## src/rtl/core_stage_sequencer_pkg.sv

```systemverilog
// -----------------------------------------------------------------------------
// core_stage_sequencer_pkg
//   Shared definitions for the RockWave core stage sequencer: the sequencer
//   state encoding (SEQ_IDLE..SEQ_ERROR), its width SEQ_STATE_W, and a helper
//   that tells whether a state counts as "busy".
//   No ports (package).
// -----------------------------------------------------------------------------
package core_stage_sequencer_pkg;

  localparam int SEQ_STATE_W = 3;

  typedef enum logic [SEQ_STATE_W-1:0] {
    SEQ_IDLE      = 3'd0,
    SEQ_FETCH     = 3'd1,
    SEQ_DECODE    = 3'd2,
    SEQ_EXECUTE   = 3'd3,
    SEQ_MEMORY    = 3'd4,
    SEQ_WRITEBACK = 3'd5,
    SEQ_ERROR     = 3'd6
  } seq_state_e;

  // Busy means an instruction is in flight; IDLE, ERROR and any unused code are not busy.
  function automatic logic seq_is_busy(input seq_state_e s);
    logic v;
    case (s)
      SEQ_FETCH, SEQ_DECODE, SEQ_EXECUTE, SEQ_MEMORY, SEQ_WRITEBACK: v = 1'b1;
      default:                                                       v = 1'b0;
    endcase
    return v;
  endfunction

endpackage

```

## src/rtl/core_stage_sequencer_wait_timer.sv

```systemverilog
// -----------------------------------------------------------------------------
// core_stage_sequencer_wait_timer
//   Memory wait counter shared by the FETCH and MEMORY states. It is held at
//   zero while i_clr is high and counts cycles in which i_inc is high.
//   o_timeout flags the last permitted wait cycle: if the waited-for ready is
//   still low in that cycle, the sequencer goes to ERROR.
//   Parameters: LIMIT - number of wait cycles allowed; 0 disables the timeout.
//   Ports:
//     i_clk      in  core clock
//     i_rst      in  synchronous reset, active-high
//     i_clr      in  clear counter to zero
//     i_inc      in  count one held-wait cycle
//     o_timeout  out this is the final allowed wait cycle
// -----------------------------------------------------------------------------
module core_stage_sequencer_wait_timer #(
  parameter int LIMIT = 16
) (
  input  logic i_clk,
  input  logic i_rst,
  input  logic i_clr,
  input  logic i_inc,
  output logic o_timeout
);

  localparam int              CW   = (LIMIT < 2) ? 1 : $clog2(LIMIT);
  localparam logic [CW-1:0]   LAST = CW'((LIMIT > 0) ? (LIMIT - 1) : 0);

  logic [CW-1:0] r_cnt;

  // Wait-cycle counter; cleared whenever the sequencer is outside a wait state.
  always_ff @(posedge i_clk) begin
    if (i_rst) begin
      r_cnt <= {CW{1'b0}};
    end else if (i_clr) begin
      r_cnt <= {CW{1'b0}};
    end else if (i_inc) begin
      r_cnt <= r_cnt + CW'(1);
    end else begin
      r_cnt <= r_cnt;
    end
  end

  // The counter shows how many waits already elapsed, so LIMIT-1 marks the last one.
  assign o_timeout = (LIMIT != 0) && (r_cnt == LAST);

endmodule

```

## src/rtl/core_stage_sequencer.sv

```systemverilog
// -----------------------------------------------------------------------------
// core_stage_sequencer
//   Multi-cycle stage sequencer for the RockWave core. Steps one instruction
//   through FETCH -> DECODE -> EXECUTE -> [MEMORY] -> WRITEBACK and drives one
//   stage FF enable per stage. It waits on memory ready, times out stalled bus
//   accesses into a sticky ERROR state and honours halt requests at WRITEBACK.
//   Optional feature macro: CORE_SEQ_PERF_EN (adds cycle/instret counters;
//   when undefined both counter ports are tied to zero).
//   Parameters: MEM_TIMEOUT (wait cycles before bus error, 0 = off),
//               CNT_W (performance counter width).
//   Ports:
//     i_clk, i_rst                  clock, synchronous active-high reset
//     i_run                         start execution from IDLE
//     i_halt_req                    stop after the current instruction retires
//     i_imem_ready, i_dmem_ready    instruction / data memory ready
//     i_mem_access                  instruction is LOAD/STORE (valid in EXECUTE)
//     o_fetch_en .. o_writeback_en  per-stage FF enables
//     o_busy                        state is neither IDLE nor ERROR
//     o_bus_err                     sticky timeout flag
//     o_cycle_cnt, o_instret_cnt    performance counters
// -----------------------------------------------------------------------------
module core_stage_sequencer
  import core_stage_sequencer_pkg::*;
#(
  parameter int MEM_TIMEOUT = 16,
  parameter int CNT_W       = 32
) (
  input  logic             i_clk,
  input  logic             i_rst,
  input  logic             i_run,
  input  logic             i_halt_req,
  input  logic             i_imem_ready,
  input  logic             i_dmem_ready,
  input  logic             i_mem_access,
  output logic             o_fetch_en,
  output logic             o_decode_en,
  output logic             o_execute_en,
  output logic             o_memaccess_en,
  output logic             o_writeback_en,
  output logic             o_busy,
  output logic             o_bus_err,
  output logic [CNT_W-1:0] o_cycle_cnt,
  output logic [CNT_W-1:0] o_instret_cnt
);

  seq_state_e r_state;
  seq_state_e w_state_nxt;
  logic       r_halt;
  logic       w_halt_pend;
  logic       w_tmr_clr;
  logic       w_tmr_inc;
  logic       w_tmr_timeout;
  logic       r_fetch_en;
  logic       r_decode_en;
  logic       r_execute_en;
  logic       r_memaccess_en;
  logic       r_writeback_en;
  logic       r_busy;
  logic       r_bus_err;

  // FETCH and MEMORY are never entered from each other, so holding the timer
  // clear in every other state guarantees it starts at zero on entry.
  assign w_tmr_clr = (r_state != SEQ_FETCH) && (r_state != SEQ_MEMORY);
  assign w_tmr_inc = ((r_state == SEQ_FETCH)  && !i_imem_ready) ||
                     ((r_state == SEQ_MEMORY) && !i_dmem_ready);

  core_stage_sequencer_wait_timer #(
    .LIMIT (MEM_TIMEOUT)
  ) u_wait_timer (
    .i_clk     (i_clk),
    .i_rst     (i_rst),
    .i_clr     (w_tmr_clr),
    .i_inc     (w_tmr_inc),
    .o_timeout (w_tmr_timeout)
  );

  // State register.
  always_ff @(posedge i_clk) begin
    if (i_rst) begin
      r_state <= SEQ_IDLE;
    end else begin
      r_state <= w_state_nxt;
    end
  end

  // Next-state logic; ready is tested before timeout so a late ready still wins.
  always_comb begin
    w_state_nxt = r_state;
    w_halt_pend = r_halt | i_halt_req;
    case (r_state)
      SEQ_IDLE: begin
        if (i_run) w_state_nxt = SEQ_FETCH;
        else       w_state_nxt = SEQ_IDLE;
      end
      SEQ_FETCH: begin
        if (i_imem_ready)       w_state_nxt = SEQ_DECODE;
        else if (w_tmr_timeout) w_state_nxt = SEQ_ERROR;
        else                    w_state_nxt = SEQ_FETCH;
      end
      SEQ_DECODE:  w_state_nxt = SEQ_EXECUTE;
      SEQ_EXECUTE: begin
        if (i_mem_access) w_state_nxt = SEQ_MEMORY;
        else              w_state_nxt = SEQ_WRITEBACK;
      end
      SEQ_MEMORY: begin
        if (i_dmem_ready)       w_state_nxt = SEQ_WRITEBACK;
        else if (w_tmr_timeout) w_state_nxt = SEQ_ERROR;
        else                    w_state_nxt = SEQ_MEMORY;
      end
      SEQ_WRITEBACK: begin
        if (w_halt_pend) w_state_nxt = SEQ_IDLE;
        else             w_state_nxt = SEQ_FETCH;
      end
      SEQ_ERROR: w_state_nxt = SEQ_ERROR;
      default:   w_state_nxt = SEQ_IDLE;
    endcase
  end

  // Halt latch: captured in any busy state, consumed by WRITEBACK.
  always_ff @(posedge i_clk) begin
    if (i_rst) begin
      r_halt <= 1'b0;
    end else if (r_state == SEQ_WRITEBACK) begin
      r_halt <= 1'b0;
    end else if (seq_is_busy(r_state) && i_halt_req) begin
      r_halt <= 1'b1;
    end else begin
      r_halt <= r_halt;
    end
  end

  // Moore outputs registered from the next state so they are aligned with r_state.
  always_ff @(posedge i_clk) begin
    if (i_rst) begin
      r_fetch_en     <= 1'b0;
      r_decode_en    <= 1'b0;
      r_execute_en   <= 1'b0;
      r_memaccess_en <= 1'b0;
      r_writeback_en <= 1'b0;
      r_busy         <= 1'b0;
      r_bus_err      <= 1'b0;
    end else begin
      r_fetch_en     <= (w_state_nxt == SEQ_FETCH);
      r_decode_en    <= (w_state_nxt == SEQ_DECODE);
      r_execute_en   <= (w_state_nxt == SEQ_EXECUTE);
      r_memaccess_en <= (w_state_nxt == SEQ_MEMORY);
      r_writeback_en <= (w_state_nxt == SEQ_WRITEBACK);
      r_busy         <= seq_is_busy(w_state_nxt);
      r_bus_err      <= (w_state_nxt == SEQ_ERROR);
    end
  end

  assign o_fetch_en     = r_fetch_en;
  assign o_decode_en    = r_decode_en;
  assign o_execute_en   = r_execute_en;
  assign o_memaccess_en = r_memaccess_en;
  assign o_writeback_en = r_writeback_en;
  assign o_busy         = r_busy;
  assign o_bus_err      = r_bus_err;

`ifdef CORE_SEQ_PERF_EN
  logic [CNT_W-1:0] r_cycle_cnt;
  logic [CNT_W-1:0] r_instret_cnt;

  // Performance counters: busy cycles and retired instructions, wrapping.
  always_ff @(posedge i_clk) begin
    if (i_rst) begin
      r_cycle_cnt   <= {CNT_W{1'b0}};
      r_instret_cnt <= {CNT_W{1'b0}};
    end else begin
      if (seq_is_busy(r_state)) r_cycle_cnt <= r_cycle_cnt + CNT_W'(1);
      else                      r_cycle_cnt <= r_cycle_cnt;
      if (r_state == SEQ_WRITEBACK) r_instret_cnt <= r_instret_cnt + CNT_W'(1);
      else                          r_instret_cnt <= r_instret_cnt;
    end
  end

  assign o_cycle_cnt   = r_cycle_cnt;
  assign o_instret_cnt = r_instret_cnt;
`else
  assign o_cycle_cnt   = {CNT_W{1'b0}};
  assign o_instret_cnt = {CNT_W{1'b0}};
`endif

endmodule

```

## config.mk

```make
export PLATFORM = sky130hd
export DESIGN_NAME = core_stage_sequencer
export DESIGN_NICKNAME = d
export VERILOG_FILES = /design/src/rtl/core_stage_sequencer_pkg.sv /design/src/rtl/core_stage_sequencer_wait_timer.sv /design/src/rtl/core_stage_sequencer.sv
export SDC_FILE = /design/constraint.sdc
export NUM_CORES = 1
export LEC_CHECK = 0
export BUFFER_PORTS_ARGS = -buffer_cell sky130_fd_sc_hd__buf_4
export CAP_MARGIN = 0
export CORE_UTILIZATION = 44
export CTS_BUF_LIST = sky130_fd_sc_hd__clkbuf_4 sky130_fd_sc_hd__clkbuf_8
export CTS_CLUSTER_SIZE = 28
export DETAILED_ROUTE_END_ITERATION = 16
export GPL_TIMING_DRIVEN = 0
export MAX_ROUTING_LAYER = met4
export PLACE_DENSITY = 0.93
export RECOVER_POWER = 25
export SLEW_MARGIN = 30
export SYNTH_ARGS = -nofsm -noshare
export SYNTH_HDL_FRONTEND = slang
export SYNTH_SLANG_ARGS = --single-unit
```

## constraint.sdc

```tcl
create_clock -name i_clk -period 2 [get_ports i_clk]
set_input_delay 0.2 -clock i_clk [delete_from_list [all_inputs] [get_ports i_clk]]
set_output_delay 0.2 -clock i_clk [all_outputs]
set_load 0.01 [all_outputs]
```

==> out/metrics.cfg, run 1 <==
[run_status]
status=finished, final reports clean

[die]
die_w_microns=54.6
rows=18
die-area_sq_um=2980
core_sq_um=2540
ios=78
initial_core_util_pct=47.9
die_h_microns=54.6

[setup_path]
reg2reg_from=r_state[1]
cp-start-kind=register
cp.arrival_ns=1.78
critPathMaxStageDelay_ns=0.42
timing.rr.end=o_memaccess_en
crit_start=r_state[1]
critPathMaxFanout=10
cp_slowest_cell=clkbuf_1
critPathCaptureType=register
cpMostUsedCell=clkbuf_1
r2r_slack_ns=0.38
reg2regPathDepth=5
cp_top_family=buffers and inverters
required_ns=2.17
critPathBufInv=2
crit_type=register to register
crit_chain=clkbuf_1 > clkbuf_1 > nor3_1 > a21oi_1 > nor3b_1

[finish]
nNetsFinal=238
top_register=u_wait_timer.r_cnt
n_antenna_cell=0
final_layout_size_suffix_gt1_share_pct=36.7
num-fill-cells=225
seq_area_sq_um=300
area_growth_pct=31.2
reg_top3=u_wait_timer.r_cnt (4), r_state (3)
multi_input_area_sq_um=651
largest_register_ffs=4
final_cells=259

[synthesis]
avgSynthCellArea_sq_um=8.18
synth.distinct_cells=34
synth_xor_area_share_pct=2.16
synth-adder-area-share_pct=1.03
synth_cells=149
yosysMostFrequentCell=buf_4
ys_seq_elements=15
netlist_area_sq_um=1220
yosys_most_used_dff=dfxtp_1
yosysTopAreaCell=buf_4
synth_mux_area_share_pct=1.75
synthTopCellsByCount=64 x buf_4, 15 x dfxtp_1, 9 x nor2_1
synth_edf_count=0
synth_top_family_by_area=buffers and inverters
synth-simple-area-share_pct=17.4
synth_area_leaders=buf_4 39%, dfxtp_1 25%, a21oi_1 2.9%
yosysWarnings=0
async_flop_share_pct=0
synth_top_area_share_pct=39.4
yosysSeqAreaShare_pct=24.6
synth_compound_area_share_pct=11.4

[detailed_routing]
drc=0
detail-route-antenna-nets=0
via_per_inst=3.88
wl_per_cell_microns=7.84
drt-total-wl_microns=2030
dr.pass1.iters=6
drt-initial-drc-count=18
vias=1004

[clock_tree]
clk_latency_ns=0.29
cts_resized=0
cts_max_level=1
clkTransAtPathRegs_ns=0.09
cts.sink_count=15
cts_root_buffer=clkbuf_4
cts_buffers=3
cts_buffer_depth=2
cts_tree=built
hold_buffers=0
postCtsSetupBuffers=0

[timing]
max_freq_ghz=0.618
worstMarginPinSlew_ns=0.489
fin_worst_skew_ns=0.00236
setup_viol=0
relSlewSlack_pct=67.1
min_period_over_period_pct=80.9
finalSetupTns_ns=0
rsz0062_at_grt=no
finalCriticalPeriod_ns=1.62
hold_violations=0
slew_violations=0

[grt]
grt_usage_pct=14.8
first_global_vias=755
grt_overflow=0
grt_first_pass_wirelength_microns=3080
grt_max_degree=11
grt_antenna_before_repair=0

[worst_hold_path]
hold_class=input pin to register
hp-start=i_rst
min_path_cells=3
min_to=r_state[1]

[placed_design]
place.gp.congestion=0.841
dpl.cell_count=255
hpwl_microns=1630
portBuffers=13

[run]
maxCapViolations=0

[power]
cellPowerDensity_nw_per_um2=475
vdd_drop_max_v=0.000407
power_w=0.000759
p_leak_nw=0.877

worst register-to-register path: stages (launching register included):
cell and delay, ns:
dfxtp_1 0.31, clkbuf_1 0.36, clkbuf_1 0.42, nor3_1 0.11
a21oi_1 0.21, nor3b_1 0.08
report_power, final:
group | switching, W | leakage, nW | internal (W)
combinational | 0.000132 | 0.737 | 0.000130
clock | 0.000102 | 0.0177 | 0.0000744
sequential | 0.00000857 | 0.122 | 0.000312
total | 0.000243 | 0.877 | 0.000517
logic make-up after synthesis:
kind of cell	after synthesis
xor+xnor	3
flops	15
compound gates	20
buf+inv	70
other cells	1
fa+ha+maj	1
simple gates	37
mux	2
placed cells by master, fill, tap and decap left out, types with 2 or more instances in the layout:
cell type	netlist	routed
a211oi_2	2	2
a21oi_1	7	7
buf_4	64	72
clkbuf_1	4	9
clkbuf_4	0	3
conb_1	1	64
dfxtp_1	15	15
nand2_1	3	3
nand2b_1	2	2
nand3_1	2	2
nor2_1	9	9
nor2b_1	4	4
nor3_1	6	6
nor3b_1	2	2
nor4_1	3	3
o21ai_0	4	4
xnor2_1	3	3
through the flow:
step                cell area [sq um]  hold WS [ns]  worst slack, ns  util, %
finish                           1600         0.234            0.382     62.8
global route                     1600         0.243            0.200     62.8
CTS                              1620         0.236            0.387     63.6
detailed placement               1590         0.524            0.393     62.5
global placement                 1590         0.508            0.454     62.5
floorplan                        1460         0.403            0.608        -
layer usage:
metal	global-route usage (%)	share of wire [%]	vias to the layer above	wire [microns]
met2	24.5	49	60	998
met5	-	0	-	0
met1	16.9	38	409	780
met4	6.41	2.6	0	52
met3	3.33	9.8	8	198
li1	-	-	527	-
worst max-delay path by stage:
stage / end / depth (start not counted)
floorplan: o_execute_en / 4
global placement: u_wait_timer.r_cnt[1] / 5
detailed placement: u_wait_timer.r_cnt[3] / 5
CTS: u_wait_timer.r_cnt[2] / 5
global route: u_wait_timer.r_cnt[3] / 5
finish: o_memaccess_en / 5
area by class of cell:
type / count / share of cell area [%]
Multi-Input combinational cell: 127 / 40.7
Tap cell: 30 / 2.35
Clock inverter: 1 / 0.313
Inverter: 1 / 0.235
Sequential cell: 15 / 18.8
Timing Repair Buffer: 13 / 4.93
Buffer: 69 / 31.3
Clock buffer: 3 / 1.41
(Power assumes the default switching activity.)
==> run 2: changes to the inputs <==
--- a/config.mk
+++ b/config.mk
@@ -5,6 +5,7 @@
 export SDC_FILE = /design/constraint.sdc
 export NUM_CORES = 1
 export LEC_CHECK = 0
+export ABC_AREA = 1
 export BUFFER_PORTS_ARGS = -buffer_cell sky130_fd_sc_hd__buf_4
 export CAP_MARGIN = 0
 export CORE_UTILIZATION = 44
==> constraint.sdc (replaced) <==
create_clock -name i_clk -period 1.65 [get_ports i_clk]
set_input_delay 0.165 -clock i_clk [delete_from_list [all_inputs] [get_ports i_clk]]
set_output_delay 0.165 -clock i_clk [all_outputs]
set_load 0.01 [all_outputs]
==> out/metrics.cfg, run 2 <==
[run_status]
status=finished, final reports clean

[setup_path]
required_ns=1.83  ; -0.34 ns
critPathCaptureType=register
r2r_slack_ns=0.27  ; -0.12 ns
cp.arrival_ns=1.57  ; -0.21 ns
cp_slowest_cell=dfxtp_1
cp_top_family=simple AND/OR/NAND/NOR gates
reg2regPathDepth=9  ; +4
reg2reg_from=u_wait_timer.r_cnt[0]
cpMostUsedCell=nand2_1
critPathMaxStageDelay_ns=0.35  ; -0.07 ns
crit_chain=ha_1 > nand3_1 > nand2_1 > nand2_2 > nand2_1 > nor2_4 > nand3_2 > nand2_1 > nand2_1
cp-start-kind=register
critPathBufInv=0  ; -2
critPathMaxFanout=5  ; -5
timing.rr.end=o_busy
crit_type=register to register

[die]
rows=18  ; unchanged
initial_core_util_pct=48.0  ; +0.098 points
die_h_microns=54.7  ; +0.10%
die-area_sq_um=2990  ; +0.20%
ios=78  ; unchanged
core_sq_um=2540  ; unchanged
die_w_microns=54.7  ; +0.10%

[finish]
area_growth_pct=31.5
reg_top3=u_wait_timer.r_cnt (4), r_state (3)
largest_register_ffs=4  ; unchanged
multi_input_area_sq_um=598  ; -8.1%
nNetsFinal=262  ; +10%
top_register=u_wait_timer.r_cnt
final_common_cell=buf_4
layout_common_cells=73 x buf_4, 64 x conb_1, 25 x nand2_1
n_antenna_cell=0  ; unchanged
final_layout_size_suffix_gt1_share_pct=36.0  ; -0.71 points
num-fill-cells=245  ; +8.9%
seq_area_sq_um=300  ; unchanged

[grt]
grt_first_pass_wirelength_microns=2870  ; -6.7%
grt_usage_pct=13.4  ; -1.4 points
grt_antenna_before_repair=0  ; unchanged
grt_max_degree=10  ; -1
first_global_vias=774  ; +2.5%
grt_overflow=0  ; unchanged

[clock_tree]
cts_root_buffer=clkbuf_4
cts_max_level=1  ; unchanged
postCtsSetupBuffers=0  ; unchanged
hold_buffers=0  ; unchanged
cts_buffer_depth=2  ; unchanged
cts_tree=built
clkTransAtPathRegs_ns=0.09  ; about the same
cts_buffers=3  ; unchanged
cts.sink_count=15  ; unchanged
clk_latency_ns=0.28  ; about the same
cts_resized=0  ; unchanged

[synthesis]
netlist_area_sq_um=1220  ; +0.21%
yosysSeqAreaShare_pct=24.6  ; -0.050 points
yosysMostFrequentCell=buf_4
synth-simple-area-share_pct=23.3  ; +5.9 points
synth_top_area_share_pct=39.3  ; -0.081 points
synth_cells=173  ; +16%
avgSynthCellArea_sq_um=7.06  ; -14%
synth-adder-area-share_pct=1.02  ; -0.0021 points
yosysTopAreaCell=buf_4
synth_area_leaders=buf_4 39%, dfxtp_1 25%, nand2_1 7.7%
async_flop_share_pct=0  ; unchanged
yosysWarnings=0  ; unchanged
synth_mux_area_share_pct=0  ; -1.7 points
synth.distinct_cells=22  ; -35%
synthTopCellsByCount=64 x buf_4, 25 x nand2_1, 17 x nor2_1
yosys_most_used_dff=dfxtp_1
synth_top_family_by_area=buffers and inverters
synth_edf_count=0  ; unchanged
ys_seq_elements=15  ; unchanged
synth_compound_area_share_pct=4.30  ; -7.1 points
synth_xor_area_share_pct=0.717  ; -1.4 points

[power]
cellPowerDensity_nw_per_um2=566  ; +19%
p_leak_nw=0.986  ; +12%
power_w=0.000909  ; +20%
vdd_drop_max_v=0.000528  ; +30%

[placed_design]
hpwl_microns=1560  ; -4.0%
portBuffers=13  ; unchanged
place.gp.congestion=0.786  ; -6.6%
pre_cts_slack_ns=0.285  ; -0.108 ns

[timing]
setup_slack_ns=0.267  ; -0.115 ns
fin_hold_ws_ns=0.0961  ; -0.138 ns
fin_worst_skew_ns=0.00549  ; +0.00313 ns
max_freq_ghz=0.723  ; +17%
slew_violations=0  ; unchanged
setup_viol=0  ; unchanged
hold_violations=0  ; unchanged
min_period_over_period_pct=83.8  ; +2.9 points
finalCriticalPeriod_ns=1.38  ; -0.235 ns
rsz0062_at_grt=no
finalSetupTns_ns=0  ; unchanged

[worst_hold_path]
min_path_cells=2  ; -1
hp-start=i_rst
hold_class=input pin to register
min_to=o_writeback_en

[detailed_routing]
drc=0  ; unchanged
via_per_inst=3.52  ; -9.3%
drt-total-wl_microns=1840  ; -9.5%
detail-route-antenna-nets=0  ; unchanged
drt-initial-drc-count=7  ; -11
dr.pass1.iters=2  ; -4
vias=995  ; -0.90%
wl_per_cell_microns=6.49  ; -17%

[run]
maxCapViolations=0  ; unchanged

## run 2: changes by cell type after synthesis, moves of 5 or more
cell	change
nor2_1	+8
nand2_2	+5
nor3_1	-5
inv_1	+12
nand3_1	+7
nand2_1	+22
## run 2: metal layers
layer | routed length, microns | vias up | track usage [%]
met5 | 0 | - | -
met4 | 8 | 0 | 1.28
met3 | 180 | 2 | 4.17
met2 | 895 | 42 | 25.3
met1 | 753 | 393 | 13.9
li1 | - | 558 | -
## run 2: logic make-up (layout without fill, tap and decap cells)
group,count (synthesis),count (layout)
AOI/OAI and AO/OA,10,10
xor gates and xnor gates,1,1
adders and majority gates,1,1
buffers and inverters,83,100
DFF,15,15
other,1,64
and+or+nand+nor,62,62
## run 2: worst max-delay path by stage
stage / start / to / depth (start not counted)
after global placement: u_wait_timer.r_cnt[0] / o_busy / 9
after CTS: u_wait_timer.r_cnt[0] / o_busy / 9
final: u_wait_timer.r_cnt[0] / o_busy / 9
after floorplan: u_wait_timer.r_cnt[0] / o_busy / 9
after global routing: u_wait_timer.r_cnt[0] / o_busy / 9
after detailed placement: u_wait_timer.r_cnt[0] / o_busy / 9
## run 2: cell type report
type,instances,area share [%]
repair buffers,13,5.14
multi-input cells,138,37.3
inverters,18,4.21
plain buffers,65,30.6
flip-flops and latches,15,18.7
clock buffers,3,1.40
well taps,30,2.34
clock inverters,1,0.312
## run 2: through the flow
stage          area (sq um)  std cells  utilization, %
6_report               1610        283            63.1
5_1_grt                1610        283            63.1
4_1_cts                1620        283            63.7
3_5_place_dp           1590        279            62.6
3_3_place_gp           1590        279            62.6
2_1_floorplan          1460        236               -
## run 2: where the power goes
group	internal, W	total, W	switching, W	leakage [nW]
clock	0.0000898	0.000204	0.000114	0.0177
sequential	0.000380	0.000391	0.0000113	0.122
combinational	0.000149	0.000314	0.000165	0.846
